### src/rtl/shift_register_pkg.sv
// rtl/shift_register_pkg.sv - shared mode encodings for the shift register and later stages
package shift_register_pkg;

  // Operation select; all four encodings are legal.
  typedef enum logic [1:0] {
    MODE_HOLD = 2'b00,
    MODE_SHL  = 2'b01,
    MODE_SHR  = 2'b10,
    MODE_LOAD = 2'b11
  } mode_e;

endpackage

### src/rtl/shift_register_d_ff_r.sv
// rtl/shift_register_d_ff_r.sv - D flip-flop with asynchronous active-low reset
module d_ff_r (
  input  logic clk,
  input  logic reset_n,
  input  logic d,
  output logic q
);

  // Capture d on the rising edge; reset clears immediately.
  always_ff @(posedge clk or negedge reset_n) begin
    if (!reset_n) q <= 1'b0;
    else          q <= d;
  end

endmodule

### src/rtl/shift_register.sv
// rtl/shift_register.sv - bidirectional shift register with load, serial out and word-complete pulse
module shift_register
  import shift_register_pkg::*;
#(
  parameter  int WIDTH = 8,
  localparam int CNT_W = $clog2(WIDTH)
) (
  input  logic             clk,
  input  logic             reset_n,
  input  logic [1:0]       mode,
  input  logic             serial_in,
  input  logic [WIDTH-1:0] load_data,
  output logic [WIDTH-1:0] data_out,
  output logic             serial_out,
  output logic [CNT_W-1:0] shift_count,
  output logic             word_done
);

  localparam logic [CNT_W-1:0] LAST_COUNT = CNT_W'(WIDTH - 1);

  logic [WIDTH-1:0] data_next;

  // Next-state mux for the storage cells.
  always_comb begin
    data_next = data_out;
    case (mode)
      MODE_SHL:  data_next = {data_out[WIDTH-2:0], serial_in};
      MODE_SHR:  data_next = {serial_in, data_out[WIDTH-1:1]};
      MODE_LOAD: data_next = load_data;
      default:   data_next = data_out;
    endcase
  end

  // One flip-flop cell per stored bit.
  for (genvar i = 0; i < WIDTH; i++) begin : g_bit
    d_ff_r u_bit (
      .clk     (clk),
      .reset_n (reset_n),
      .d       (data_next[i]),
      .q       (data_out[i])
    );
  end

  // Serial output, shift counter and word-complete pulse. Both shift
  // directions advance the same count; HOLD freezes it, LOAD aborts the word.
  always_ff @(posedge clk or negedge reset_n) begin
    if (!reset_n) begin
      serial_out  <= 1'b0;
      shift_count <= '0;
      word_done   <= 1'b0;
    end else begin
      case (mode)
        MODE_SHL, MODE_SHR: begin
          serial_out <= (mode == MODE_SHL) ? data_out[WIDTH-1] : data_out[0];
          if (shift_count == LAST_COUNT) begin
            shift_count <= '0;
            word_done   <= 1'b1;
          end else begin
            shift_count <= shift_count + CNT_W'(1);
            word_done   <= 1'b0;
          end
        end
        MODE_LOAD: begin
          serial_out  <= 1'b0;
          shift_count <= '0;
          word_done   <= 1'b0;
        end
        default: begin
          word_done <= 1'b0;
        end
      endcase
    end
  end

endmodule

### config.mk
export PLATFORM = sky130hd
export DESIGN_NAME = shift_register
export DESIGN_NICKNAME = d
export VERILOG_FILES = /design/src/rtl/shift_register_pkg.sv /design/src/rtl/shift_register_d_ff_r.sv /design/src/rtl/shift_register.sv
export SDC_FILE = /design/constraint.sdc
export NUM_CORES = 1
export LEC_CHECK = 0
export CAP_MARGIN = 30
export CELL_PAD_IN_SITES_DETAIL_PLACEMENT = 0
export CELL_PAD_IN_SITES_GLOBAL_PLACEMENT = 1
export CORE_MARGIN = 1.5
export CORE_UTILIZATION = 25
export DETAILED_ROUTE_END_ITERATION = 16
export GPL_TIMING_DRIVEN = 0
export MAX_ROUTING_LAYER = met4
export PLACE_DENSITY = 0.68
export SYNTH_ARGS = -nofsm -noshare
export SYNTH_HDL_FRONTEND = slang
export SYNTH_SLANG_ARGS = --single-unit
### constraint.sdc
create_clock -name clk -period 1.42 [get_ports clk]
set_input_delay 0.284 -clock clk [delete_from_list [all_inputs] [get_ports clk]]
set_output_delay 0.284 -clock clk [all_outputs]
set_load 0.02 [all_outputs]
# [Word level (Yosys, flattened, before mapping)]
# Cells that the tools add are included.
[totals] register_bits=13 latch_bits=0 ramBits=0 romBits=0 in_bits=13 output_inout_bits=13 elab_cells=26 memories=0
[op_classes] add_sub_neg=1 n_mul=0 n_div=0 n_lt_le_gt_ge=0 eq_ne=4 shift=0 muxes=7 bitwise_logic=0 reduce_logical=3
[op_table] operator="$pmux 8 s3" count=1
[op_table] operator="$pmux 3 s2" count=1
[op_table] operator="$eq 2x2->1 const B" count=2
[op_table] operator="$add 3x1->3 const B" count=1
[op_table] operator="$eq 3x3->1 const B" count=1
[op_table] operator="$mux 1" count=3
[op_table] operator="$mux 3" count=1
[op_table] operator="$reduce_bool 3->1" count=1
[op_table] operator="$eq 2x1->1 const B" count=1
[op_table] operator="$pmux 1 s2" count=1
[op_table] operator="$reduce_bool 2->1" count=1
[op_table] operator="$reduce_or 2->1" count=1

# [Longest topological paths before layout]
# Gate-level depths: netlist of the first run.
[depth] depth_word=3 depth_mapped=6

# [Hierarchy]
# Synthesis of the first run repeated with hierarchy kept, for this count alone.
[unflattened] hier_cells=61 area_unflattened_um2=709.4
[modules_own_cells] mod="shift_register" n_inst=1 cells_per_inst=53 area_each_um2=509.2 seq_area_each_um2=125.1
[modules_own_cells] mod="d_ff_r" n_inst=8 cells_per_inst=1 area_each_um2=25.0 seq_area_each_um2=25.0

# [Least setup slack after synthesis of the first run]
# No wires, ideal clock.
[synth_timing] path_type="input-to-reg" from="input port mode[0]" to="register g_bit[0].u_bit.q" setup_ps=87 t_arrival_ps=1278 required_ps=1333 path_slack_ps=55 path_stages=5 path_buffers=1 path_cell_list="inv_1 > ha_1 > buf_6 > or4b_1 > o211ai_1"
[synth_between] elab_chain_cells=2 word_cells_on_any_way=5 classes_between="eq/ne: 3; mux: 1; reduce/logical: 1"
[synth_lines] item="start: declaration" line="shift_register.sv:10" source="input logic [1:0] mode,"
[synth_lines] item="$eq 2x2->1 or $eq 2x1->1 (tied branches)" line="shift_register.sv:26" source="case (mode)"
[synth_lines] item="$pmux 8 s3 or $reduce_bool 3->1 (tied branches)"
[synth_lines] item="end signal: assignment" line="shift_register_d_ff_r.sv:11" source="if (!reset_n) q <= 1'b0;"
[synth_lines] item="end signal: assignment" line="shift_register_d_ff_r.sv:12" source="else q <= d;"
[synth_lines] item="end: declaration" line="shift_register_d_ff_r.sv:6" source="output logic q"
# Parallel ways exist; a longest one is shown, timed or not.
# A chain may end at the register's enable or synchronous reset.

# [Final worst setup path of the first run]
[layout_timing] from="register g_bit[5].u_bit.q" to="output port data_out[5]"
[layout_lines] item="start: declaration" line="shift_register_d_ff_r.sv:6"
[layout_lines] item="start signal: assignment" line="shift_register_d_ff_r.sv:11"
[layout_lines] item="start signal: assignment" line="shift_register_d_ff_r.sv:12"
[layout_lines] item="end: declaration" line="shift_register.sv:13" source="output logic [WIDTH-1:0] data_out,"
# No word-level cell between the ends.

==> run_results.csv, run 1 <==
group,metric,value,unit
yosys,ys_seq_area_share,40.50,%
setup_path,path_buf_inv,2,
final_layout,n_fill_cell,319,
placement,portBuffers,25,
drt,via_per_inst,4.647,
sta,worstMarginPinSlew,0.6341,ns
setup_path,worst_ep_arrival_time,1.10,ns
run,max-cap-violations,0,
drt,wl,2.021,mm
drt,ant_nets,0,
global_route,antenna_found_initial,0,
floorplan,die_y,59.69,um
yosys,synth.top_cell.area_share,40.50,%
yosys,ys_top_cells_by_area,"dfrtp_1, or4b_1, ha_1, a22oi_1, buf_4",
setup_path,startpoint_type,"register",
placement,globalplace.congestion,0.7618,
drt,first_iter_violations,21,
drt,drc,0,
yosys,synth-seq-cells,13,
floorplan,die_area,3562,um^2
clocking,insertion_delay,0.28,ns
setup_path,path_cells,"buf_4, clkdlybuf4s15_1",
final_layout,drive_above_1_share,25.00,%
sta,setup_viol,0,
sta,finClkSkew,0.0001837,ns
floorplan,ios,26,
floorplan,core,3053,um^2
clocking,numCtsBuffers,3,
sta,holdWs,0.3935,ns
power,leakage,0.5278,nW
drt,vias,725,
drt,drtPass1Iterations,4,
sta,report.final.hold_viol_count,0,
setup_path,crit_family,"buffers and inverters",
clocking,cts_num_sinks,13,
final_layout,syn_to_final_growth,44.08,%
yosys,synth_cells,79,
final_layout,postLayoutCoreUtil,37.91,%
global_route,grt_max_degree,14,
yosys,syn_area_per_cell,10.17,um^2
placement,preCtsSetupSlack,-0.6088,ns
final_layout,fin_area,1157,um^2
floorplan,rows,20,
clocking,h-tree-depth,1,
placement,dp_hpwl,1.390,mm
sta,finalMaxSlewViolations,0,
setup_path,path_max_fanout,4,
clocking,clock_path_buffers,2,
setup_path,worst_setup_path_end_kind,"output pin",
setup_path,crit_type,"register to output pin",
clocking,cts_root_buffer,"clkbuf_4",
global_route,grt_usage,12.53,%
yosys,yosysTopAreaCell,"dfrtp_1",
setup_path,slowest_delay,0.41,ns
yosys,yosysWarnings,0,
yosys,synth.distinct_cells,18,
sta,maxSlewHeadroom,57.59,%
setup_path,worstReg2RegStart,"shift_count[0]$_DFFE_PN0P_",
floorplan,die_w,59.69,um
setup_path,required,1.14,ns
power,vdd_ir_drop_max,0.3201,mV
setup_path,cp-startpoint,"g_bit[5].u_bit.q$_DFFE_PN0P_",
placement,place_area,1109,um^2
global_route,grt_pass1_vias,661,
final_layout,antenna_cells,0,
sta,clock.fmax,725.0,MHz
floorplan,start_util,26.31,%
drt,detail_route.wl_per_cell,12.96,um
final_layout,nets,132,
power,power_density,1097,nW/um^2
setup_path,crit_path_top_delay_cell,"dfrtp_1",
sta,rsz0062_at_grt,"false",
sta,fin_crit_sh,97.14,%
hold_path,hp-class,"input pin to asynchronous set/reset pin",
sta,min_period,1.379,ns
power,power.total,1.270,mW
yosys,synth_area,803.3,um^2
global_route,grt_first_pass_wirelength,3.153,mm
clocking,clk_pin_slew_worst_paths,0.08,ns
clocking,postCtsHoldBufs,0,
sta,timing.final.ws_setup,0.04066,ns
global_route,grt_overflow,0,
clocking,cts_tree,"yes",
yosys,synth_nets,98,
status,outcome,"completed",
[metrics by stage]
stage               std cells  setup TNS (ns)
finish                    156               0
CTS                       156               0
detailed placement        148          -6.503
global placement          148          -6.648
global route              156               0
floorplan                  79               0
[routing by layer]
layer  share of wire, %  wire, um  global-route usage [%]
met5                  0         0                       -
met4                1.8        36                   6.667
met3                5.5       112                   2.381
met2                 46       920                   17.24
met1                 47       951                   17.22
[logic make-up (layout without fill, tap and decap cells)]
group,Yosys count,after routing,share of synthesized area [%]
AOI/OAI and AO/OA,20,20,18.07
adders and majority gates,6,6,9.346
buffers and inverters,16,49,12.62
DFF,13,13,40.50
muxes,1,1,1.246
and+or+nand+nor,23,23,18.23
[cells in the final DEF (no fill, tap or decap)]
cell type / netlist / final
inv_2: 0 / 1
nand2b_1: 2 / 2
buf_2: 3 / 2
dfrtp_1: 13 / 13
mux2i_1: 1 / 1
clkdlybuf4s15_1: 0 / 5
ha_2: 0 / 1
ha_4: 0 / 1
or4b_1: 8 / 8
o31ai_1: 1 / 1
clkbuf_2: 0 / 6
o211ai_1: 8 / 8
a22oi_1: 8 / 8
dlygate4sd2_1: 0 / 6
clkbuf_1: 2 / 1
a21o_1: 1 / 1
buf_4: 8 / 13
o21ai_0: 2 / 2
clkbuf_4: 0 / 3
nand2_1: 11 / 11
inv_1: 2 / 1
nor4_1: 1 / 1
buf_6: 1 / 1
clkdlybuf4s50_1: 0 / 10
ha_1: 6 / 4
and2_1: 1 / 1
[path summary, 6_finish.rpt]
path                                           endpoint  slack [ns]  cells past startpoint
setup / recovery                            data_out[5]        0.04                      2
hold / removal             g_bit[2].u_bit.q$_DFFE_PN0P_        0.39                      1
setup reg to reg             shift_count[0]$_DFFE_PN0P_        0.15                      4
hold reg to reg                  serial_out$_DFFE_PN0P_        0.48                      2
max in group asynchronous  g_bit[6].u_bit.q$_DFFE_PN0P_        0.62                      1
min in group clk                 serial_out$_DFFE_PN0P_        0.48                      2
[registers in the layout, indices dropped and copies added (netlist names)]
name,cells
g_bit.u_bit.q,8
shift_count,3
serial_out,1
word_done,1
[layout make-up]
class,instances,area [um^2],share of cell area (%)
Multi-Input combinational cell,50,391.6,33.84
Sequential cell,13,325.3,28.11
Timing Repair Buffer,29,252.7,21.84
Buffer,14,98.84,8.541
Tap cell,44,55.05,4.757
Clock buffer,4,26.28,2.270
Inverter,2,7.507,0.6486
[synthesized netlist by cell type]
library cell,instances
clkbuf_1,2
a21o_1,1
o21ai_0,2
inv_1,2
buf_2,3
and2_1,1
mux2i_1,1
dfrtp_1,13
a22oi_1,8
nand2b_1,2
ha_1,6
nand2_1,11
buf_6,1
o211ai_1,8
buf_4,8
o31ai_1,1
or4b_1,8
nor4_1,1
[repair_timing]
item / in CTS / in global routing
pin swaps: 0 / 0
endpoints found under the setup margin: 25 / 10
resized for setup: 27 / 8
buffers inserted: 4 / 0
[report_power, final]
part | leakage (nW) | total [mW] | internal [mW] | switching, mW
Sequential | 0.164 | 0.508 | 0.448 | 0.0600
Clock | 0.0150 | 0.233 | 0.109 | 0.124
Combinational | 0.348 | 0.529 | 0.269 | 0.260
Total | 0.528 | 1.27 | 0.826 | 0.444
Note: power is estimated with default switching activity, not from simulation.
==> inputs of run 2 (changes only) <==
--- a/config.mk
+++ b/config.mk
@@ -11,9 +11,10 @@
 export CORE_MARGIN = 1.5
 export CORE_UTILIZATION = 25
 export DETAILED_ROUTE_END_ITERATION = 16
+export DONT_BUFFER_PORTS = 1
 export GPL_TIMING_DRIVEN = 0
 export MAX_ROUTING_LAYER = met4
-export PLACE_DENSITY = 0.68
+export PLACE_DENSITY = 0.54
 export SYNTH_ARGS = -nofsm -noshare
 export SYNTH_HDL_FRONTEND = slang
 export SYNTH_SLANG_ARGS = --single-unit
==> constraint.sdc (replaced) <==
create_clock -name clk -period 1.42 [get_ports clk]
set_input_delay 0.142 -clock clk [delete_from_list [all_inputs] [get_ports clk]]
set_output_delay 0.142 -clock clk [all_outputs]
set_load 0.02 [all_outputs]
==> run_results.csv, run 2 (same netlist as run 1, synthesis figures left out) <==
group,metric,value,unit
drt,first_iter_violations,10,
setup_path,rr_endpoint,"shift_count[0]$_DFFE_PN0P_",
global_route,grtUsageMet1,15.70,%
global_route,grt_overflow,0,
power,vdd_ir_drop_max,0.5292,mV
setup_path,crit_type,"register to register",
setup_path,required,1.65,ns
sta,maxSlewHeadroom,56.31,%
clocking,cts_num_sinks,13,
sta,setup_viol,0,
final_layout,reg.largest.list,"g_bit.u_bit.q x8, shift_count x3",
power,power.total,1.136,mW
clocking,cts_tree,"yes",
global_route,grt_pass1_vias,631,
setup_path,path_max_fanout,4,
placement,globalplace.congestion,0.6640,
sta,worstMarginPinSlew,0.6532,ns
final_layout,antenna_cells,0,
floorplan,ios,26,
placement,dp_hpwl,1.423,mm
global_route,grt_usage,12.42,%
drt,via_per_inst,4.836,
clocking,clock_path_buffers,2,
floorplan,start_util,26.31,%
clocking,cts_root_buffer,"clkbuf_4",
drt,ant_nets,0,
global_route,grtUsageMet3,5.411,%
final_layout,final_cell_mix,"nand2_1, dfrtp_1",
global_route,antenna_found_initial,0,
final_layout,nets,104,
hold_path,min_to,"g_bit[3].u_bit.q$_DFFE_PN0P_",
clocking,h-tree-depth,1,
floorplan,die_w,59.69,um
setup_path,worst_ep_arrival_time,1.57,ns
global_route,grt_first_pass_wirelength,3.215,mm
global_route,busiest_layer,"met2",
setup_path,rr_worst_depth,4,
final_layout,syn_to_final_growth,12.62,%
drt,drtPass1Iterations,4,
sta,finClkSkew,0.004590,ns
placement,portBuffers,0,
setup_path,startpoint_type,"register",
final_layout,drive_above_1_share,22.62,%
status,outcome,"completed",
run,max-cap-violations,0,
hold_path,min_from,"load_data[3]",
sta,report.final.hold_viol_count,0,
drt,wl,1.990,mm
floorplan,die_y,59.69,um
hold_path,whs_path_depth,2,
floorplan,die_area,3562,um^2
sta,fin_setup_tns,0,ns
global_route,grt_max_degree,14,
sta,clock.fmax,743.2,MHz
clocking,insertion_delay,0.28,ns
drt,detail_route.wl_per_cell,15.55,um
setup_path,worst_setup_path_end_kind,"register",
final_layout,largest_reg_flops,8,
drt,vias,619,
sta,rsz0062_at_grt,"false",
clocking,clk_pin_slew_worst_paths,0.09,ns
power,power_density,1256,nW/um^2
final_layout,n_fill_cell,349,
clocking,numCtsBuffers,3,
floorplan,rows,20,
setup_path,cp-startpoint,"shift_count[0]$_DFFE_PN0P_",
hold_path,hp-class,"input pin to register",
sta,fin_crit_sh,94.75,%
floorplan,core,3053,um^2
power,leakage,0.3898,nW
sta,min_period,1.346,ns
final_layout,regMostFlops,"g_bit.u_bit.q",
setup_path,worstReg2RegStart,"shift_count[0]$_DFFE_PN0P_",
global_route,met2_usage,18.79,%
setup_path,reg2reg_slack,0.07,ns
drt,drc,0,
sta,finalMaxSlewViolations,0,
[run 2: cell count changes in the layout (fill, tap and decap cells not counted), sizes merged, moves of 4 or more]
| cell | change |
|---|---|
| buf | -4 |
| clkbuf | -5 |
| clkdlybuf4s15 | -5 |
| clkdlybuf4s50 | -10 |
| dlygate4sd2 | -6 |
[run 2: per-stage QoR]
step           instances  setup WS, ns  area, um^2  utilization (%)  hold slack (ns)
2_1_floorplan         79        0.1386       803.3                -          -0.1536
3_3_place_gp         123       0.03432       858.3            28.11          -0.1532
3_5_place_dp         123       0.03439       858.3            28.11          -0.1531
4_1_cts              128       0.01500       895.9            29.34          0.08430
5_1_grt              128       0.01496       904.6            29.63          0.08137
6_report             128       0.07448       904.6            29.63          0.08693
[run 2: timing repair]
| action | in CTS | in global routing |
|---|---|---|
| hold buffers | 1 | 0 |
| resized for setup | 0 | 3 |
| setup buffers | 0 | 0 |
| hold endpoints to repair | 13 | 0 |
| endpoints found under the setup margin | 0 | 1 |
[run 2: worst max-delay path, cell delays in order, from the launching register on]
cell and delay (ns):
dfrtp_2 0.48, ha_1 0.23, ha_1 0.20, nor4_2 0.26
a21o_1 0.11
[run 2: per-layer routing]
metal | vias to the layer above | wire length [um]
met2 | 20 | 941
li1 | 294 | -
met4 | 0 | 8
met5 | - | 0
met3 | 2 | 160
met1 | 303 | 880
[run 2: layout make-up]
class                           instances  area, um^2  area share (%)
Tap cell                               44       55.05           6.086
Inverter                                2       7.507          0.8299
Buffer                                 14       93.84           10.37
Sequential cell                        13       327.8           36.24
Clock inverter                          1       5.005          0.5533
Multi-Input combinational cell         50       382.9           42.32
Clock buffer                            3       22.52           2.490
Timing Repair Buffer                    1       10.01           1.107
[run 2: power breakdown]
group	internal [mW]	total (mW)	switching (mW)
registers	0.452	0.580	0.128
clock network	0.105	0.239	0.135
logic	0.150	0.317	0.166
[run 2: how the worst max path moves through the flow]
stage                              endpoint  slack (ns)
2_1_floorplan    shift_count[0]$_DFFE_PN0P_        0.14
3_3_place_gp   g_bit[7].u_bit.q$_DFFE_PN0P_        0.03
3_5_place_dp   g_bit[7].u_bit.q$_DFFE_PN0P_        0.03
4_1_cts          shift_count[0]$_DFFE_PN0P_        0.01
5_1_grt          shift_count[0]$_DFFE_PN0P_        0.01
6_report         shift_count[0]$_DFFE_PN0P_        0.07
==> inputs of run 3 (changes only) <==
--- a/config.mk
+++ b/config.mk
@@ -6,15 +6,14 @@
 export NUM_CORES = 1
 export LEC_CHECK = 0
 export CAP_MARGIN = 30
-export CELL_PAD_IN_SITES_DETAIL_PLACEMENT = 0
-export CELL_PAD_IN_SITES_GLOBAL_PLACEMENT = 1
 export CORE_MARGIN = 1.5
 export CORE_UTILIZATION = 25
 export DETAILED_ROUTE_END_ITERATION = 16
 export DONT_BUFFER_PORTS = 1
 export GPL_TIMING_DRIVEN = 0
 export MAX_ROUTING_LAYER = met4
-export PLACE_DENSITY = 0.54
+export PLACE_DENSITY = 0.45
 export SYNTH_ARGS = -nofsm -noshare
 export SYNTH_HDL_FRONTEND = slang
+export SYNTH_HIERARCHICAL = 1
 export SYNTH_SLANG_ARGS = --single-unit
==> run_results.csv, run 3 <==
group,metric,value,unit
setup_path,cpMostUsedCell,"ha_1",
clocking,numCtsBuffers,3,
sta,rsz0062_at_grt,"false",
sta,maxSlewHeadroom,58.90,%
global_route,grt_max_degree,14,
sta,fin_crit_sh,92.38,%
setup_path,startpoint_type,"register",
final_layout,drive_above_1_share,12.12,%
clocking,h-tree-depth,1,
setup_path,reg2reg_slack,0.11,ns
sta,setup_viol,0,
drt,drtPass1Iterations,5,
power,power.total,0.9938,mW
hold_path,whs_path_depth,2,
status,outcome,"completed",
yosys,synth-seq-cells,13,
sta,report.final.hold_viol_count,0,
global_route,met2_usage,17.48,%
sta,min_period,1.312,ns
setup_path,rr_endpoint,"shift_count[0]$_DFFE_PN0P_",
final_layout,nets,87,
global_route,grtUsageMet1,14.02,%
floorplan,die_y,56.27,um
final_layout,layout.cells.non_filler,97,
clocking,cts_num_sinks,13,
yosys,syn_area_per_cell,11.63,um^2
clocking,insertion_delay,0.27,ns
global_route,busiest_layer,"met2",
final_layout,largest_reg_flops,8,
sta,finClkSkew,0.0002718,ns
setup_path,rr_worst_depth,4,
drt,drc,0,
power,power_density,1255,nW/um^2
final_layout,syn_to_final_growth,11.64,%
yosys,synth_nets,81,
hold_path,hp-class,"input pin to register",
final_layout,regMostFlops,"g_bit.u_bit/q",
global_route,grtUsageMet3,7.143,%
drt,vias,512,
clocking,clk_pin_slew_worst_paths,0.08,ns
drt,via_per_inst,5.278,
setup_path,path_max_fanout,4,
sta,holdWs,0.06945,ns
hold_path,min_to,"g_bit[5].u_bit/q$_DFF_PN0_",
sta,worstMarginPinSlew,0.6144,ns
global_route,grt_first_pass_wirelength,2.773,mm
clocking,cts_tree,"yes",
placement,dp.cells,92,
setup_path,worstReg2RegStart,"shift_count[0]$_DFFE_PN0P_",
yosys,synthTopCellsByCount,"dfrtp_1, inv_1, mux2i_1",
yosys,synth_most_common_cell,"dfrtp_1",
floorplan,ios,26,
final_layout,antenna_cells,0,
sta,fin_setup_tns,0,ns
sta,clock.fmax,762.3,MHz
sta,finalMaxSlewViolations,0,
drt,first_iter_violations,42,
yosys,synth.distinct_cells,14,
final_layout,reg.largest.list,"g_bit.u_bit/q x8, shift_count x3",
clocking,cts_root_buffer,"clkbuf_4",
yosys,synth_cells,61,
power,leakage,0.3685,nW
run,max-cap-violations,0,
setup_path,worst_ep_arrival_time,1.53,ns
global_route,antenna_found_initial,0,
floorplan,die_w,56.27,um
yosys,ys_top_cells_by_area,"dfrtp_1, mux2i_1, ha_1, a222oi_1, inv_1",
hold_path,min_from,"load_data[5]",
floorplan,die_area,3166,um^2
clocking,cts_setup_buffers,0,
yosys,yosysTopAreaCell,"dfrtp_1",
power,vdd_ir_drop_max,0.7036,mV
final_layout,postLayoutCoreUtil,28.97,%
final_layout,n_fill_cell,285,
setup_path,required,1.64,ns
floorplan,core,2734,um^2
setup_path,crit_path_top_delay_cell,"dfrtp_2",
setup_path,path_cells,"ha_1, ha_1, nor4_2, a21o_1",
yosys,ys_seq_area_share,45.86,%
setup_path,crit_type,"register to register",
final_layout,seq_area,326.6,um^2
drt,detail_route.wl_per_cell,16.42,um
final_layout,multi_input_area,325.3,um^2
global_route,grt_usage,11.81,%
yosys,yosysWarnings,6,
setup_path,slowest_delay,0.48,ns
yosys,synth.top_cell.area_share,45.86,%
final_layout,final_cell_mix,"dfrtp_1, inv_1, mux2i_1, a222oi_1, ha_1",
placement,portBuffers,0,
yosys,synth_top_flop_cell,"dfrtp_1",
floorplan,start_util,25.95,%
yosys,synth_enable_flop_cells,0,
global_route,grt_overflow,0,
drt,ant_nets,0,
global_route,grt_pass1_vias,563,
placement,globalplace.congestion,0.7856,
setup_path,path_buf_inv,0,
setup_path,worst_setup_path_end_kind,"register",
final_layout,layout_commonest_cell,"dfrtp_1",
yosys,postSynth.asyncResetShare,100.0,%
floorplan,rows,19,
setup_path,crit_family,"flip-flops",
clocking,clock_path_buffers,2,
drt,wl,1.593,mm
yosys,synth_area,709.4,um^2
placement,dp_hpwl,1.169,mm
[run 3: changes by cell type after synthesis, sizes merged, moves of 8 or more]
cell    change
o211ai      -8
a22oi       -8
inv         +8
mux2i       +8
or4b        -8
a222oi      +8
nand2       -8
buf        -10
[run 3: per-layer routing]
layer	share of wire, %	wire length, um
met3	8.9	142
met1	43	691
met4	0.50	8
met2	47	751
met5	0	0
[run 3: logic make-up (layout without fill, tap and decap cells)]
logic type,after synthesis,count (layout),synth area share [%]
multiplexers,9,9,12.70
buffers and inverters,13,18,9.171
AND/OR/NAND/NOR,7,7,5.115
adder cells (fa/ha/maj),7,7,12.35
AO/OA/AOI/OAI,12,12,14.82
flip-flops,13,13,45.86
[run 3: worst max path at each step]
stage,startpoint,end,cells after the start
detailed placement,shift_count[0]$_DFFE_PN0P_,shift_count[0]$_DFFE_PN0P_,4
CTS,shift_count[0]$_DFFE_PN0P_,shift_count[0]$_DFFE_PN0P_,4
global placement,shift_count[0]$_DFFE_PN0P_,shift_count[0]$_DFFE_PN0P_,4
floorplan,shift_count[0]$_DFFE_PN0P_,shift_count[0]$_DFFE_PN0P_,4
global route,shift_count[0]$_DFFE_PN0P_,shift_count[0]$_DFFE_PN0P_,4
finish,shift_count[0]$_DFFE_PN0P_,shift_count[0]$_DFFE_PN0P_,4
[run 3: layout make-up]
type / count / share of cell area (%)
repair buffers: 1 / 1.264
clock buffers: 4 / 3.318
well taps: 31 / 4.897
inverters: 10 / 4.739
multi-input cells: 35 / 41.07
flip-flops and latches: 13 / 41.23
plain buffers: 3 / 3.476
[run 3: stage by stage]
stage | worst slack (ns) | cell area (um^2)
after floorplan | 0.1521 | 709.4
after global placement | 0.08603 | 748.2
after detailed placement | 0.07554 | 748.2
after CTS | 0.04602 | 784.5
after global routing | 0.01144 | 792.0
final | 0.1082 | 792.0
[run 3: power breakdown]
group | internal (mW) | leakage (nW) | switching (mW) | total [mW]
logic | 0.0856 | 0.187 | 0.0821 | 0.168
registers | 0.436 | 0.167 | 0.155 | 0.591
clock network | 0.109 | 0.0150 | 0.126 | 0.235
[run 3: repair_timing]
item,CTS,global route
endpoints found under the hold margin,13,0
hold buffers,1,0
setup endpoints to repair,0,1
gates resized for setup,0,2
